[src/rtl/pin_bus_arbiter.sv]
// Round-robin owner arbitration for the shared tristate pin bus, with a forced
// idle+turnaround gap between owners. Optional hold timeout: PIN_BUS_ARB_TIMEOUT_EN.
module pin_bus_arbiter #(
  parameter int unsigned NREQ     = 4,
  parameter int unsigned WIDTH    = 8,
  parameter int unsigned MAX_HOLD = 16
) (
  input  logic                    clock,
  input  logic                    reset,
  input  logic [NREQ-1:0]         req,
  input  logic [NREQ-1:0]         done,
  input  logic [NREQ-1:0]         oe_req,
  input  logic [NREQ*WIDTH-1:0]   wdata,
  output logic [NREQ-1:0]         gnt,
  output logic                    busy,
  output logic                    expired,
  output logic [WIDTH-1:0]        pin_out,
  output logic                    pin_oe,
  input  logic [WIDTH-1:0]        pin_in,
  output logic [WIDTH-1:0]        rdata
);

  localparam int unsigned PW = $clog2(NREQ);

  localparam logic [1:0] ST_IDLE = 2'd0;
  localparam logic [1:0] ST_TURN = 2'd1;
  localparam logic [1:0] ST_OWN  = 2'd2;

  logic [1:0]       state_q, state_d;
  logic [PW-1:0]    ptr_q, ptr_d;
  logic [PW-1:0]    cand_q, cand_d;
  logic [NREQ-1:0]  gnt_q, gnt_d;
  logic [WIDTH-1:0] pin_out_q, pin_out_d;
  logic             pin_oe_q, pin_oe_d;
  logic [WIDTH-1:0] rdata_q, rdata_d;

  logic [PW-1:0]    pick_c;
  logic             pick_vld_c;
  logic [PW-1:0]    idx_c;
  logic [WIDTH-1:0] owner_wdata_c;
  logic             timeout_c;

  // Scan from the far end back to ptr so the nearest requester is written last and wins.
  always_comb begin
    pick_c     = '0;
    pick_vld_c = 1'b0;
    idx_c      = '0;
    for (int unsigned i = NREQ; i > 0; i--) begin
      idx_c = PW'((32'(ptr_q) + i - 1) % NREQ);
      if (req[idx_c]) begin
        pick_c     = idx_c;
        pick_vld_c = 1'b1;
      end
    end
  end

  always_comb begin
    owner_wdata_c = '0;
    for (int unsigned i = 0; i < NREQ; i++) begin
      if (PW'(i) == cand_q) owner_wdata_c = wdata[i*WIDTH +: WIDTH];
    end
  end

`ifdef PIN_BUS_ARB_TIMEOUT_EN
  localparam int unsigned HW = $clog2(MAX_HOLD);

  logic [HW-1:0] hold_q, hold_d;
  logic          expired_q, expired_d;

  assign timeout_c = (state_q == ST_OWN) && (hold_q == HW'(MAX_HOLD - 1));

  // Hold counter restarts on the TURN->OWN edge and counts owned cycles.
  always_comb begin
    hold_d    = hold_q;
    expired_d = timeout_c;
    if (state_q == ST_TURN) begin
      hold_d = '0;
    end else if (state_q == ST_OWN) begin
      hold_d = timeout_c ? '0 : hold_q + 1'b1;
    end
  end

  always_ff @(posedge clock) begin
    if (reset) begin
      hold_q    <= '0;
      expired_q <= 1'b0;
    end else begin
      hold_q    <= hold_d;
      expired_q <= expired_d;
    end
  end

  assign expired = expired_q;
`else
  logic unused_max_hold;

  assign unused_max_hold = ^(32'(MAX_HOLD));
  assign timeout_c       = 1'b0;
  assign expired         = 1'b0;
`endif

  always_comb begin
    state_d   = state_q;
    ptr_d     = ptr_q;
    cand_d    = cand_q;
    gnt_d     = gnt_q;
    pin_out_d = pin_out_q;
    pin_oe_d  = pin_oe_q;
    rdata_d   = pin_in;
    case (state_q)
      ST_IDLE: begin
        gnt_d    = '0;
        pin_oe_d = 1'b0;
        if (pick_vld_c) begin
          cand_d  = pick_c;
          state_d = ST_TURN;
        end
      end
      ST_TURN: begin
        gnt_d    = '0;
        pin_oe_d = 1'b0;
        if (req[cand_q]) begin
          gnt_d[cand_q] = 1'b1;
          state_d       = ST_OWN;
        end else begin
          state_d = ST_IDLE;
        end
      end
      ST_OWN: begin
        // Any release cause ends ownership; pin_out keeps its last value.
        if (done[cand_q] || !req[cand_q] || timeout_c) begin
          state_d  = ST_IDLE;
          gnt_d    = '0;
          pin_oe_d = 1'b0;
          ptr_d    = (cand_q == PW'(NREQ - 1)) ? '0 : cand_q + 1'b1;
        end else begin
          pin_out_d = owner_wdata_c;
          pin_oe_d  = oe_req[cand_q];
        end
      end
      default: begin
        state_d  = ST_IDLE;
        gnt_d    = '0;
        pin_oe_d = 1'b0;
      end
    endcase
  end

  always_ff @(posedge clock) begin
    if (reset) begin
      state_q   <= ST_IDLE;
      ptr_q     <= '0;
      cand_q    <= '0;
      gnt_q     <= '0;
      pin_out_q <= '0;
      pin_oe_q  <= 1'b0;
      rdata_q   <= '0;
    end else begin
      state_q   <= state_d;
      ptr_q     <= ptr_d;
      cand_q    <= cand_d;
      gnt_q     <= gnt_d;
      pin_out_q <= pin_out_d;
      pin_oe_q  <= pin_oe_d;
      rdata_q   <= rdata_d;
    end
  end

  assign gnt     = gnt_q;
  assign busy    = |gnt_q;
  assign pin_out = pin_out_q;
  assign pin_oe  = pin_oe_q;
  assign rdata   = rdata_q;

endmodule

[config.mk]
export PLATFORM = sky130hd
export DESIGN_NAME = pin_bus_arbiter
export DESIGN_NICKNAME = d
export VERILOG_FILES = /design/src/rtl/pin_bus_arbiter.sv
export SDC_FILE = /design/constraint.sdc
export NUM_CORES = 1
export LEC_CHECK = 0
export ABC_CLOCK_PERIOD_IN_PS = 2100
export BUFFER_PORTS_ARGS = -buffer_cell sky130_fd_sc_hd__buf_2
export CAP_MARGIN = 20
export CORE_MARGIN = 2
export CORE_UTILIZATION = 34
export CTS_BUF_LIST = sky130_fd_sc_hd__clkbuf_8
export DETAILED_ROUTE_END_ITERATION = 8
export PLACE_DENSITY = 0.69
export RECOVER_POWER = 25
export SLEW_MARGIN = 20
export SYNTH_ARGS = -nofsm -noshare
export SYNTH_HDL_FRONTEND = slang
export SYNTH_SLANG_ARGS = --single-unit
[constraint.sdc]
create_clock -name clock -period 2.1 [get_ports clock]
set_input_delay 0 -clock clock [delete_from_list [all_inputs] [get_ports clock]]
set_output_delay 0 -clock clock [all_outputs]
set_load 0.05 [all_outputs]
== After elaboration in Yosys (flattened, before gate mapping) ==
Index checks and enable logic that the tools add are counted.
Widths: inputs -> output; s select.
Storage, ports and cells
  bits in registers: 27
  input port bits: 54
  logic and storage cells: 79
Cells by class
  $add $sub $neg: 9
  order comparisons: 6
  equal/unequal tests: 8
  multiplexer cells: 36
  bitwise gates (word level): 2
  reductions and logical operators: 11
Operators with widths (number)
  $mux 8: 4
  $mux 2: 8
  $lt 2x3->1 const B: 5
  $bmux 1 s2: 7
  $mux 1: 12
  $mux 4: 2
  $pmux 4 s2: 1
  $reduce_and 2->1: 4
  $sub 2x1->2 const B: 4
  $add 2x1->2 const B: 3
  $pmux 2 s3: 1
  $add 2x2->2 const B: 2
  $eq 2x2->1 const A: 2
  $eq 2x2->1 const B: 2
  $logic_not 2->1: 2
  $ne 2x2->1 const B: 2
  $reduce_or 4->1: 1
  $reduce_or 3->1: 1
  $demux 1 s2: 1
  $eq 1x2->1 const A: 1
  $eq 2x1->1 const B: 1
  $ge 2x1->1 const B: 1
  $not 1->1: 2
  $logic_and 1x1->1: 1
  other kinds (2): 2

== Logic depth before layout (Yosys ltp) ==
  depth after elaboration: 10
  mapped depth: 7
  gate-level depth less buffers: 6

== Least setup slack after synthesis ==
Ideal clock, no wire load.
  path type: flip-flop to flip-flop
  start point: register cand_q[0]
  end point: register gnt_q[0] (netlist: gnt[0])
  setup time: 119 ps
  arrival: 1688 ps
  data required time: 1981 ps
  setup slack: 294 ps
  stages on the path, launching flop included: 6
  buffers on the path: 1
  period minus slack after synthesis: 1806 ps
  cells stage by stage: dfxtp_1 mux4_2 nor3b_4 buf_6 mux2i_1 nor2_1
On the way
  cells in the longest elaborated chain, start to end: 6
  elaborated cells on any way between the ends: 14
  classes of those cells: 2 x order compare; 1 x eq/ne; 8 x mux; 3 x reduce/logical
Ends and longest elaborated chain
  start, declared: RTL line 31  | logic [PW-1:0] cand_q, cand_d;
  start signal, assigned: RTL line 161  | cand_q <= cand_d;
  $lt 2x3->1 (not written as such) / $ge 2x1->1 (equally long branches): RTL line 123  | gnt_d[cand_q] = 1'b1;
  $logic_and 1x1->1 (not written as such): RTL line 123
  $mux 1 (not written as such): RTL line 123
  $demux 1 s2: RTL line 123
  $mux 4: RTL line 122  | if (req[cand_q]) begin
  $pmux 4 s2: RTL line 110  | case (state_q)
  end signal, assigned: RTL line 162  | gnt_q <= gnt_d;
  end, declared: RTL line 32  | logic [NREQ-1:0] gnt_q, gnt_d;
Parallel ways exist; a longest one is shown, timed or not. The select of a mux whose other input is x is not followed.
A chain may end at the register's enable or synchronous reset.

== Worst setup path in the final report ==
  start point: register cand_q[0]
  end point: register pin_out_q[3] (netlist: pin_out[3])
On the way
  cells in the longest elaborated chain, start to end: 6
  elaborated cells on any way between the ends: 16
  classes of those cells: 3 x eq/ne; 8 x mux; 1 x bitwise; 4 x reduce/logical
Ends and longest elaborated chain
  $bmux 1 s2: RTL line 131  | if (done[cand_q] || !req[cand_q] || timeout_c) begin
  $mux 1 (not written as such): RTL line 131
  $logic_not 1->1: RTL line 131
  $logic_or 1x1->1: RTL line 131
  $not 1->1 (no source line)
  $reduce_and 2->1 (no source line)
  end signal, assigned: RTL line 163  | pin_out_q <= pin_out_d;
  end, declared: RTL line 33  | logic [WIDTH-1:0] pin_out_q, pin_out_d;
Parallel ways exist; a longest one is shown, timed or not. The select of a mux whose other input is x is not followed.

==> results.md <==
- Antenna violations before repair: 0
- Share of cells above drive strength 1: between 30% and 40%
- Flop and latch count out of synthesis: 27
- Mapped Avg Cell Area: around 9.4 um2
- Register area share after synthesis: roughly two fifths
- Inserted Clock Buffers: 3
- Area fraction of the dominant cell type after synthesis: 39.34%
- Ys Warns: 0
- Port buffer count: 75
- Fmax: about 510 MHz
- Worst r2r path cells: 5
- Diode count: 0
- I/O pin count: 77
- RSZ-0062 raised after global routing: no
- Area leader, netlist: dfxtp_1
- Worst Hold Launch: wdata[30]
- Slew margin rel.: around three fifths
- ANT nets after route: 0
- Post-route setup slack: approximately 0.15 ns
- Synthesized instance count: around 150
- Data required, critical path: 2.25 ns
- Gr usage total: between 10% and 20%
- Drt pass-1 iters: 4
- Worst Setup SP: cand_q[0]
- Total grt overflow: 0
- Slew Viols, Final: 0
- Mapped cell area: approximately 1400 um2
- Syn nets: ~200
- Clock transition at the registers of the reported paths: ~0.10 ns
- Vias: 1346
- M1 WL: ~1700 um
- CTS tree: built
- Clk sinks: 27
- First-pass GRT wire length: roughly 5500 um
- Hold Path Class: in -> reg
- Core area: ~4000 um2
- WL met3: roughly 210 um
- Hold EP: pin_out[6]
- Die X: between 60 and 70 um
- Rows: 23
- Hold path depth: 4
- Ys flop type: dfxtp_1
- DR WL met2: ~1600 um
- Power density over cell area: ~580 nW/um2
- Total Neg Setup Slack: 0 ns
- Crit path kind: reg -> reg
- Total Routed Length: 3549 um
- Reg2Reg Capture Point: pin_out[3]
- Fin crit share: 92.68%
- DP Wirelength: between 2000 and 3000 um
- Max-cap violations: 0
- Leakage: a little over 0.0009 uW
- Vias in the first global route: around 1200
- Clock Skew: between 0.01 and 0.015 ns
- Initial Util: about a third
- Fin nets: between 200 and 300
- Setup bufs post-CTS: 0
- 1st-iter DRT viols: 45
- Worst skew pair latency: roughly 0.28 ns
- R2R setup slack: ~0.15 ns
- Placement Setup Slack: between 0.1 and 0.15 ns
- Final hold vios: 0
- Startpoint Class: register
- Root buffer cell: clkbuf_8
- Crit path DAT: about 2.1 ns
- Synth unique cells: 33
- Asr flop ratio synth: 0%
- Final setup viols: 0
- Largest net degree at the start of global routing: 26
- Tot Pwr: around 1100 uW
- Vias per cell: a little under 5
- Most numerous cell in the Yosys netlist: dfxtp_1
- Slew @ Worst Pin: approximately 0.61 ns
- Final min period: between 1.5 and 2 ns
- P&R area growth vs syn: 39.44%
- H-tree depth: 1
- DRC: 0
- Total Die Area: around 4600 um2
- Peak supply drop: about 260 uV
- Clock buffer depth: 2
- Status: finished clean
- Top post-synthesis cells by area: dfxtp_1 (39%), nor2b_1 (8.7%), o311a_1 (5.8%)
- Die Y: 67.57 um
- Synth cell count leaders: dfxtp_1 (27), nor2b_1 (19), nor2_1 (15), nand2_1 (9)
- Critical Path Sink Type: register
- CP Max Fanout: 21
- Routed len/inst: 12.81 um
- Fill cells: 370
- Worst r2r src: cand_q[0]
- Routability cong.: 0.7324
- Post-synth EDFFs: 0
- Highest routed metal layer: met4
==> state kept, by name, summed over array words and instances (netlist names) <==
name,cells
cand_q,2
pin_out,8
state_q,2
rdata,8
gnt,4
ptr_q,2
pin_oe,1
==> area by class of cell <==
class	instances	area [um2]	share of cell area (%)
Clock buffer	3	41.29	2.155
Clock inverter	1	3.754	0.1960
Inverter	7	26.28	1.372
Multi-Input combinational cell	103	754.5	39.39
Sequential cell	27	540.5	28.22
Tap cell	50	62.56	3.266
Timing Repair Buffer	86	486.7	25.41
==> cell families (layout without fill, tap and decap cells) <==
group	after synthesis	after routing	synth area share [%]
flops	27	27	39.34
fa+ha+maj	4	4	3.643
simple gates	61	61	24.86
mux	7	7	8.106
other cells	1	1	0.2730
compound gates	30	30	17.85
buf+inv	16	97	5.920
==> metrics by stage <==
stage | instance area, um2 | cells | hold slack (ns) | utilization, %
after floorplan | 1374 | 146 | 0.07161 | -
after global routing | 1916 | 277 | 0.09662 | 48.59
after CTS | 1917 | 277 | 0.08652 | 48.62
final | 1916 | 277 | 0.08869 | 48.59
after detailed placement | 1792 | 265 | 0.2116 | 45.45
after global placement | 1792 | 265 | 0.2074 | 45.45
==> layer usage <==
| metal | vias to the layer above | track usage [%] |
|---|---|---|
| met3 | 4 | 3.000 |
| met4 | 0 | 4.592 |
| met2 | 43 | 26.84 |
| li1 | 689 | - |
| met1 | 610 | 20.18 |
| met5 | - | 0 |
==> cells in the final DEF (no fill, tap or decap), drive strengths merged, types with 6 or more instances in the layout <==
| cell type | count |
|---|---|
| buf | 75 |
| dfxtp | 27 |
| nor2b | 20 |
| nor2 | 15 |
| nand2 | 9 |
| inv | 8 |
| o311a | 8 |
| nor3 | 8 |
| dlygate4sd3 | 8 |
| a221oi | 7 |
| clkbuf | 6 |
==> report_power, final <==
part / total (uW) / switching [uW] / internal (uW)
Combinational: 274 / 153 / 121
Sequential: 545 / 12.9 / 532
Clock: 293 / 162 / 131
==> worst max-delay path, cell delays in order, from the launching register on <==
cell,delay (ns)
dfxtp_1,0.53
mux4_2,0.64
nor3b_4,0.24
buf_12,0.19
o311a_1,0.18
nor3_1,0.05
==> worst max path at each step <==
stage | cells after the start | to
floorplan | 5 | gnt[0]
global placement | 5 | gnt[0]
detailed placement | 5 | gnt[3]
CTS | 5 | pin_out[3]
global route | 5 | gnt[0]
finish | 5 | pin_out[3]
==> timing repair <==
action	4_1_cts	5_1_grt
resized for setup	0	1
endpoints found under the setup margin	0	2
hold buffers	8	0
endpoints found under the hold margin	8	0
Note: power is estimated with default switching activity, not from simulation.
